## src/rtl/spi_reg_access.sv

```systemverilog
// Register-access sequencer for an ADXL345 behind a byte-level SPI master.
// Frames one host command (register write or 1..MAX_BURST byte read) into a single chip-select window.
module spi_reg_access #(
    parameter int MAX_BURST = 6,
    parameter int LEN_W     = $clog2(MAX_BURST + 1)
) (
    input  logic             clk,
    input  logic             reset,
    input  logic             cmd_valid,
    output logic             cmd_ready,
    input  logic             cmd_write,
    input  logic [5:0]       cmd_addr,
    input  logic [7:0]       cmd_wdata,
    input  logic [LEN_W-1:0] cmd_len,
    output logic [7:0]       rd_data,
    output logic             rd_valid,
    output logic             rd_last,
    output logic             done,
    output logic             busy,
    output logic             spi_tx_request,
    output logic [7:0]       spi_tx_data,
    output logic             spi_rx_request,
    input  logic [7:0]       spi_rx_data,
    input  logic             spi_rx_valid,
    input  logic             spi_ack_request,
    input  logic             spi_active
);

    typedef enum logic [2:0] {
        IDLE   = 3'd0,
        CMD    = 3'd1,
        WDATA  = 3'd2,
        RDATA  = 3'd3,
        FINISH = 3'd4
    } state_t;

    localparam logic [LEN_W-1:0] LEN_ZERO = LEN_W'(0);
    localparam logic [LEN_W-1:0] LEN_ONE  = LEN_W'(1);
    localparam logic [LEN_W-1:0] LEN_MAX  = LEN_W'(MAX_BURST);

    // Zero-length reads become single reads; oversized bursts are capped at the data block size.
    function automatic logic [LEN_W-1:0] clamp_len(input logic [LEN_W-1:0] len);
        logic [LEN_W-1:0] eff;
        if (len == LEN_ZERO) begin
            eff = LEN_ONE;
        end else if (len > LEN_MAX) begin
            eff = LEN_MAX;
        end else begin
            eff = len;
        end
        return eff;
    endfunction

    state_t           state_q, state_d;
    logic             write_q, write_d;
    logic [7:0]       wdata_q, wdata_d;
    logic [LEN_W-1:0] len_q, len_d;
    logic [LEN_W-1:0] req_left_q, req_left_d;
    logic [LEN_W-1:0] rx_left_q, rx_left_d;
    logic             cmd_ready_q, cmd_ready_d;
    logic [7:0]       rd_data_q, rd_data_d;
    logic             rd_valid_q, rd_valid_d;
    logic             rd_last_q, rd_last_d;
    logic             done_q, done_d;
    logic             busy_q, busy_d;
    logic             tx_req_q, tx_req_d;
    logic [7:0]       tx_data_q, tx_data_d;
    logic             rx_req_q, rx_req_d;

    logic             accept_s;
    logic [LEN_W-1:0] eff_len_s;

    // Next-state, request handshake and read-data path.
    always_comb begin
        state_d     = state_q;
        write_d     = write_q;
        wdata_d     = wdata_q;
        len_d       = len_q;
        req_left_d  = req_left_q;
        rx_left_d   = rx_left_q;
        rd_data_d   = rd_data_q;
        rd_valid_d  = 1'b0;
        rd_last_d   = 1'b0;
        done_d      = 1'b0;
        busy_d      = busy_q;
        tx_req_d    = tx_req_q;
        tx_data_d   = tx_data_q;
        rx_req_d    = rx_req_q;
        accept_s    = (state_q == IDLE) && cmd_valid && cmd_ready_q;
        eff_len_s   = clamp_len(cmd_len);

        case (state_q)
            IDLE: begin
                if (accept_s) begin
                    write_d   = cmd_write;
                    wdata_d   = cmd_wdata;
                    len_d     = eff_len_s;
                    tx_req_d  = 1'b1;
                    tx_data_d = {~cmd_write, (~cmd_write && (eff_len_s > LEN_ONE)), cmd_addr};
                    rx_req_d  = 1'b0;
                    busy_d    = 1'b1;
                    state_d   = CMD;
                end else begin
                    state_d = IDLE;
                end
            end
            CMD: begin
                if (spi_ack_request && write_q) begin
                    tx_data_d = wdata_q;
                    state_d   = WDATA;
                end else if (spi_ack_request) begin
                    tx_req_d   = 1'b0;
                    rx_req_d   = 1'b1;
                    req_left_d = len_q;
                    rx_left_d  = len_q;
                    state_d    = RDATA;
                end else begin
                    state_d = CMD;
                end
            end
            WDATA: begin
                if (spi_ack_request) begin
                    tx_req_d = 1'b0;
                    rx_req_d = 1'b0;
                    state_d  = FINISH;
                end else begin
                    state_d = WDATA;
                end
            end
            RDATA: begin
                if (spi_ack_request) begin
                    req_left_d = req_left_q - LEN_ONE;
                    if (req_left_q == LEN_ONE) begin
                        rx_req_d = 1'b0;
                        state_d  = FINISH;
                    end else begin
                        state_d = RDATA;
                    end
                end else begin
                    state_d = RDATA;
                end
            end
            FINISH: begin
                // Wait for the master to close chip-select and for every read byte to arrive.
                if (!spi_active && (rx_left_q == LEN_ZERO)) begin
                    done_d  = 1'b1;
                    busy_d  = 1'b0;
                    state_d = IDLE;
                end else begin
                    state_d = FINISH;
                end
            end
            default: begin
                tx_req_d = 1'b0;
                rx_req_d = 1'b0;
                busy_d   = 1'b0;
                state_d  = IDLE;
            end
        endcase

        if (busy_q && !write_q && spi_rx_valid && (rx_left_q != LEN_ZERO)) begin
            rd_data_d  = spi_rx_data;
            rd_valid_d = 1'b1;
            rd_last_d  = (rx_left_q == LEN_ONE);
            rx_left_d  = rx_left_q - LEN_ONE;
        end else begin
            rd_valid_d = 1'b0;
        end

        cmd_ready_d = (state_d == IDLE) && !spi_active;
    end

    // State and registered outputs.
    always_ff @(posedge clk or posedge reset) begin
        if (reset) begin
            state_q     <= IDLE;
            write_q     <= 1'b0;
            wdata_q     <= 8'h00;
            len_q       <= LEN_ZERO;
            req_left_q  <= LEN_ZERO;
            rx_left_q   <= LEN_ZERO;
            cmd_ready_q <= 1'b0;
            rd_data_q   <= 8'h00;
            rd_valid_q  <= 1'b0;
            rd_last_q   <= 1'b0;
            done_q      <= 1'b0;
            busy_q      <= 1'b0;
            tx_req_q    <= 1'b0;
            tx_data_q   <= 8'h00;
            rx_req_q    <= 1'b0;
        end else begin
            state_q     <= state_d;
            write_q     <= write_d;
            wdata_q     <= wdata_d;
            len_q       <= len_d;
            req_left_q  <= req_left_d;
            rx_left_q   <= rx_left_d;
            cmd_ready_q <= cmd_ready_d;
            rd_data_q   <= rd_data_d;
            rd_valid_q  <= rd_valid_d;
            rd_last_q   <= rd_last_d;
            done_q      <= done_d;
            busy_q      <= busy_d;
            tx_req_q    <= tx_req_d;
            tx_data_q   <= tx_data_d;
            rx_req_q    <= rx_req_d;
        end
    end

    assign cmd_ready      = cmd_ready_q;
    assign rd_data        = rd_data_q;
    assign rd_valid       = rd_valid_q;
    assign rd_last        = rd_last_q;
    assign done           = done_q;
    assign busy           = busy_q;
    assign spi_tx_request = tx_req_q;
    assign spi_tx_data    = tx_data_q;
    assign spi_rx_request = rx_req_q;

endmodule

```

## config.mk

```make
export PLATFORM = sky130hd
export DESIGN_NAME = spi_reg_access
export DESIGN_NICKNAME = d
export VERILOG_FILES = /design/src/rtl/spi_reg_access.sv
export SDC_FILE = /design/constraint.sdc
export NUM_CORES = 1
export LEC_CHECK = 0
export CELL_PAD_IN_SITES_DETAIL_PLACEMENT = 1
export CELL_PAD_IN_SITES_GLOBAL_PLACEMENT = 1
export CORE_MARGIN = 4
export CORE_UTILIZATION = 33
export DETAILED_ROUTE_END_ITERATION = 16
export GPL_ROUTABILITY_DRIVEN = 0
export HOLD_SLACK_MARGIN = 0.12
export PLACE_DENSITY_LB_ADDON = 0.15
export SYNTH_ARGS = -nofsm -noshare
export SYNTH_HDL_FRONTEND = slang
export SYNTH_SLANG_ARGS = --single-unit
```

## constraint.sdc

```tcl
create_clock -name clk -period 1.8 [get_ports clk]
set_clock_uncertainty 0.1 [all_clocks]
set_input_delay 0.54 -clock clk [delete_from_list [all_inputs] [get_ports clk]]
set_output_delay 0.54 -clock clk [all_outputs]
set_load 0.02 [all_outputs]
```

==> Word level (Yosys, flattened, before mapping) <==
Cells that the tools add are included.
{ "totals": {"rom_bits": 0, "mem_count": 0, "mem_bits_rw": 0, "register_bits": 44, "inputBits": 32, "latch_bits": 0, "word_cells": 103} }
{ "classes": {"addsub": 2, "reduce_logical": 29, "shifts": 0, "mux": 36, "order_cmp": 2, "bitwise": 4, "multipliers": 0, "n_eq_ne": 15, "n_div": 0} }
{ "op_table": {"columns": ["cell", "count"], "rows": [
  ["3-bit two-way mux", 11],
  ["8-bit two-way mux", 2],
  ["2-bit != test (second input constant)", 8],
  ["8-bit one-hot mux with 2 select lines", 1],
  ["1-bit two-way mux", 15],
  ["3-bit one-hot mux with 5 select lines", 1],
  ["3-bit logical NOT", 4],
  ["3-bit AND reduction", 4],
  ["3-bit by 1-bit == test with 1-bit output (second input constant)", 3],
  ["1-bit logical AND", 9],
  ["2-bit nonzero test", 4],
  ["7-bit AND reduction", 1],
  ["3-bit by 2-bit == test with 1-bit output (second input constant)", 2],
  ["3-bit one-hot mux with 2 select lines", 1],
  ["3-bit by 1-bit subtractor with 3-bit output (second input constant)", 2],
  ["1-bit one-hot mux with 5 select lines", 1],
  ["2-bit two-way mux", 2],
  ["1-bit NOT", 4],
  ["1-bit one-hot mux with 4 select lines", 1],
  ["4-bit AND reduction", 1],
  ["3-bit == test (second input constant)", 1],
  ["3-bit by 1-bit > comparator with 1-bit output (second input constant)", 1],
  ["3-bit > comparator (second input constant)", 1],
  ["1-bit one-hot mux with 3 select lines", 1],
  ["other kinds (6)", 7]
]} }

==> Logic depth before layout (Yosys ltp) <==
{ "depth": {"depth_word": 7, "ltp_mapped": 7, "mapped_depth_nobuf": 6} }

==> Worst setup path after synthesis <==
No wires, ideal clock.
{ "synth_timing": {"path_kind": "register -> register", "start": "register rx_left_q[0]", "end": "register rx_left_q[0]", "path_slack_ns": 0.093, "period_less_slack_ns": 1.707, "arrival_time_ns": 1.481, "path_buffers": 2, "path_stages_with_launch": 8, "required_ns": 1.574, "cell_sequence": "dfrtp_1 -> inv_1 -> ha_1 -> nand2b_4 -> and4b_1 -> buf_6 -> buf_6 -> a221o_1"} }
{ "synth_between": {"elab_chain_cells": 4} }
{ "synth_lines": {"columns": ["element", "line_no", "text"], "rows": [
  ["start, declared", "59", "logic [LEN_W-1:0] rx_left_q, rx_left_d;"],
  ["start signal, assigned", "197", "rx_left_q <= rx_left_d;"],
  ["3-bit nonzero test", "161", "if (busy_q && !write_q && spi_rx_valid && (rx_left_q != LEN_ZERO)) begin"],
  ["1-bit logical AND", "161", null],
  ["2-bit by 1-bit != test with 1-bit output (no line) / 2-bit nonzero test (equally long branches)", null, null],
  ["3-bit AND reduction (no line)", null, null]
]} }
Several ways; a longest one is shown, not always the timed one.
A chain may end at the register's enable or synchronous reset.

==> Worst setup path in the final report <==
{ "layout_timing": {"start": "register rx_left_q[1]", "end": "register rd_data_q[6] (netlist: rd_data[6])"} }
{ "layout_between": {"elab_chain_cells": 2} }
{ "layout_lines": {"columns": ["element", "line_no", "text"], "rows": [
  ["3-bit nonzero test", "161", null],
  ["1-bit logical AND", "161", null],
  ["end signal, assigned", "199", "rd_data_q <= rd_data_d;"],
  ["end, declared", "61", "logic [7:0] rd_data_q, rd_data_d;"]
]} }
Every way passes these cells.

==> results.sh <==
export IMPL_swShare=0.387
export IMPL_grt_max_degree=45
export IMPL_num_vias=1679
export IMPL_cts_sinks=44
export IMPL_drt_iter0_markers=54
export IMPL_grt_pass1_wl_um=8800
export IMPL_cts_buffer_depth=2
export IMPL_cts_clk_slew_worst_paths_ps=90
export IMPL_ant_nets=0
export IMPL_synth_warnings=0
export IMPL_synth_top_flop_cell="dfrtp_1"
export IMPL_cts_tree="yes"
export IMPL_final_area_um2=2970
export IMPL_area_delta_synth_final_pct=39.8
export IMPL_synth_xor_area_share=0
export IMPL_setup_viol=0
export IMPL_synth_compound_area_frac=0.110
export IMPL_r2r_slack_ps=80
export IMPL_p_switching_mw=1.85
export IMPL_fill_cells=711
export IMPL_cp_data_required_time_ps=1900
export IMPL_clock_power_share=0.166
export IMPL_h_tree_depth=2
export IMPL_netlist_instances=200
export IMPL_fin_nets=307
export IMPL_leakage_nw=1.37
export IMPL_ios=55
export IMPL_status="finished clean"
export IMPL_overflow=0
export IMPL_synthArstFlopShare=1.00
export IMPL_avgSynthCellArea_um2=10.6
export IMPL_p_seq_frac=0.367
export IMPL_wl_per_cell_um=14.7
export IMPL_hpwl_um=3770
export IMPL_antenna_found_initial=0
export IMPL_intPower_mw=2.92
export IMPL_synth_fa_ha_area_frac=0.0295
export IMPL_finalPower_mw=4.76
export IMPL_syn_area_um2=2120
export IMPL_regToRegEndpoint="rd_data[6]$_DFFE_PP0P_"
export IMPL_crit_path_max_fanout=7
export IMPL_final_layout_size_suffix_gt1_frac=0.177
export IMPL_clkLatencyLatePin_ps=300
export IMPL_cts_buffers=5
export IMPL_synth_fp_nets=237
export IMPL_fmaxAchievable_mhz=581
export IMPL_die_area_um2=7780
export IMPL_maxSlewHeadroom=0.722
export IMPL_ys_types=41
export IMPL_via_per_inst=4.85
export IMPL_core_area_um2=6100
export IMPL_dpl_cell_area_um2=2840
export IMPL_crit_path_start_kind="flop"
export IMPL_min_period_ps=1720
export IMPL_worstMarginPinSlew_ps=417
export IMPL_arrival_ps=1820
export IMPL_postCtsHoldBufs=0
export IMPL_drt_total_wl_um=5090
export IMPL_hold_end="wdata_q[1]$_DFFE_PP0N_"
export IMPL_synth_edf_count=0
export IMPL_place_port_buffers=54
export IMPL_synth_top_family_by_area="simple AND/OR/NAND/NOR gates"
export IMPL_min_from="wdata_q[1]$_DFFE_PP0N_"
export IMPL_rr_worst_depth=6
export IMPL_yosys_area_share_simple=0.201
export IMPL_power_per_cell_area_nw_per_um2=1610
export IMPL_start_util=0.348
export IMPL_worstReg2RegStart="rx_left_q[1]$_DFFE_PP0P_"
export IMPL_grtUsageTotal=0.145
export IMPL_hold_ws_ps=380
export IMPL_cp_end_kind="flop"
export IMPL_hold_path_class="flop to flop"
export IMPL_post_route_period_util=0.956
export IMPL_timing_max_cap_violations=0
export IMPL_route_detailed_drc=0
export IMPL_combinationalPowerShare=0.466
export IMPL_path_class="flop to flop"
export IMPL_grt_pass1_vias=1866
export IMPL_clockRootBuffer="clkbuf_8"
export IMPL_worstHoldPathCells=2
export IMPL_fp_dieH_um=88.2
export IMPL_die_width_um=88.2
export IMPL_synth_mux_area_frac=0.0896
export IMPL_antenna_cells=0
export IMPL_rows=28
export IMPL_ir_worst_vdd_mv=0.674
export IMPL_drv_slew=0
export IMPL_drt_first_pass_iters=4
export IMPL_hold_viol=0
export IMPL_ys_seq_area_frac=0.519
export IMPL_synth_seq_cells=44
==> cells in the final DEF (no fill, tap or decap), drive strengths merged, types with 2 or more instances in the layout <==
cell	count
dfrtp	44
nand2	38
clkdlybuf4s50	30
dlygate4sd2	24
buf	18
nor2	16
a21oi	14
o21ai	11
mux2i	10
inv	8
mux2	8
clkbuf	6
nor3	5
ha	5
nor2b	5
nand2b	4
and3b	3
nand3b	3
nand3	2
a221o	2
nor3b	2
==> metrics by stage <==
step / std cells / utilization / setup WS [ps] / TNS [ps]
CTS: 344 / 0.480 / 40.4 / 0
global placement: 336 / 0.466 / -308 / -6340
floorplan: 200 / - / 92.7 / 0
detailed placement: 336 / 0.466 / -322 / -7110
finish: 346 / 0.487 / 80.0 / 0
global route: 346 / 0.487 / -2.49 / -2.49
==> state kept, by name, indices dropped and copies added, names as in the netlist <==
signal	count
rd_valid	1
done	1
wdata_q	8
state_q	3
spi_tx_data	8
rd_data	8
rd_last	1
req_left_q	3
len_q	3
busy	1
rx_left_q	3
write_q	1
spi_tx_request	1
spi_rx_request	1
cmd_ready	1
==> repair_timing <==
action / 4_1_cts / 5_1_grt
cloned: 0 / 1
resized for setup: 25 / 3
buffers inserted: 0 / 1
endpoints found under the setup margin: 28 / 9
pin swaps: 0 / 1
==> cells in the mapped netlist (all sizes together) (2+ instances only) <==
library cell  count  area share
nor2b             5       0.018
nor3b             2      0.0094
nand3             2      0.0047
inv               7       0.012
nand3b            3       0.011
mux2i            10       0.047
ha                5       0.029
nor2             16       0.037
buf               9       0.037
a221o             2      0.0094
o21ai            11       0.026
dfrtp            44        0.52
and3b             3       0.012
a21oi            14       0.047
nand2            38       0.068
nand2b            4       0.015
mux2              8       0.042
nor3              5       0.012
==> worst max-delay path by stage <==
stage / endpoint / depth (start not counted) / start / slack, ps
after floorplan: rx_left_q[0]$_DFFE_PP0P_ / 7 / rx_left_q[0]$_DFFE_PP0P_ / 90
after global placement: rx_left_q[2]$_DFFE_PP0P_ / 4 / spi_ack_request / -310
after detailed placement: rx_left_q[2]$_DFFE_PP0P_ / 4 / spi_ack_request / -320
after CTS: rd_data[2]$_DFFE_PP0P_ / 6 / rx_left_q[0]$_DFFE_PP0P_ / 40
after global routing: rd_data[6]$_DFFE_PP0P_ / 6 / rx_left_q[0]$_DFFE_PP0P_ / -2
final: rd_data[6]$_DFFE_PP0P_ / 6 / rx_left_q[1]$_DFFE_PP0P_ / 80
==> layer usage <==
layer / vias to the layer above / wire, µm / GRT usage
met3: 5 / 263 / 0.0405
met2: 32 / 2600 / 0.257
met5: - / 0 / 0
met4: 0 / 46 / 0.0371
li1: 817 / - / -
met1: 825 / 2180 / 0.173
==> power groups by stage <==
stage               registers, mW  logic (mW)  clock network, mW
floorplan                    1.96        1.18                  0
global placement             1.78        2.31                  0
detailed placement           1.79        2.35                  0
CTS                          1.76        2.21              0.813
global route                 1.83        2.47              0.859
finish                       1.75        2.22              0.792
==> cells by family (layout without fill, tap and decap cells) <==
| group | Yosys count | count (layout) |
|---|---|---|
| AND/OR/NAND/NOR | 82 | 82 |
| flip-flops | 44 | 44 |
| AO/OA/AOI/OAI | 34 | 34 |
| multiplexers | 18 | 18 |
| buffers and inverters | 17 | 88 |
| adder cells (fa/ha/maj) | 5 | 5 |
==> area by class of cell <==
| class | instances | area [µm²] | share of cell area |
|---|---|---|---|
| sequential | 44 | 1100 | 0.371 |
| multi-input combinational | 139 | 922 | 0.311 |
| timing repair buffer | 73 | 708 | 0.239 |
| tap | 75 | 93.8 | 0.0316 |
| clock buffer | 5 | 68.8 | 0.0232 |
| clock inverter | 3 | 46.3 | 0.0156 |
| inverter | 7 | 26.3 | 0.00886 |
==> worst max-delay path, stage by stage, from the launching register on <==
cell and delay, ps:
dfrtp_1 370, inv_1 70, ha_1 210, nand2b_4 70, and4b_4 310, clkbuf_16 160, mux2_2 320
No activity file was read; power rests on OpenSTA's default activity.
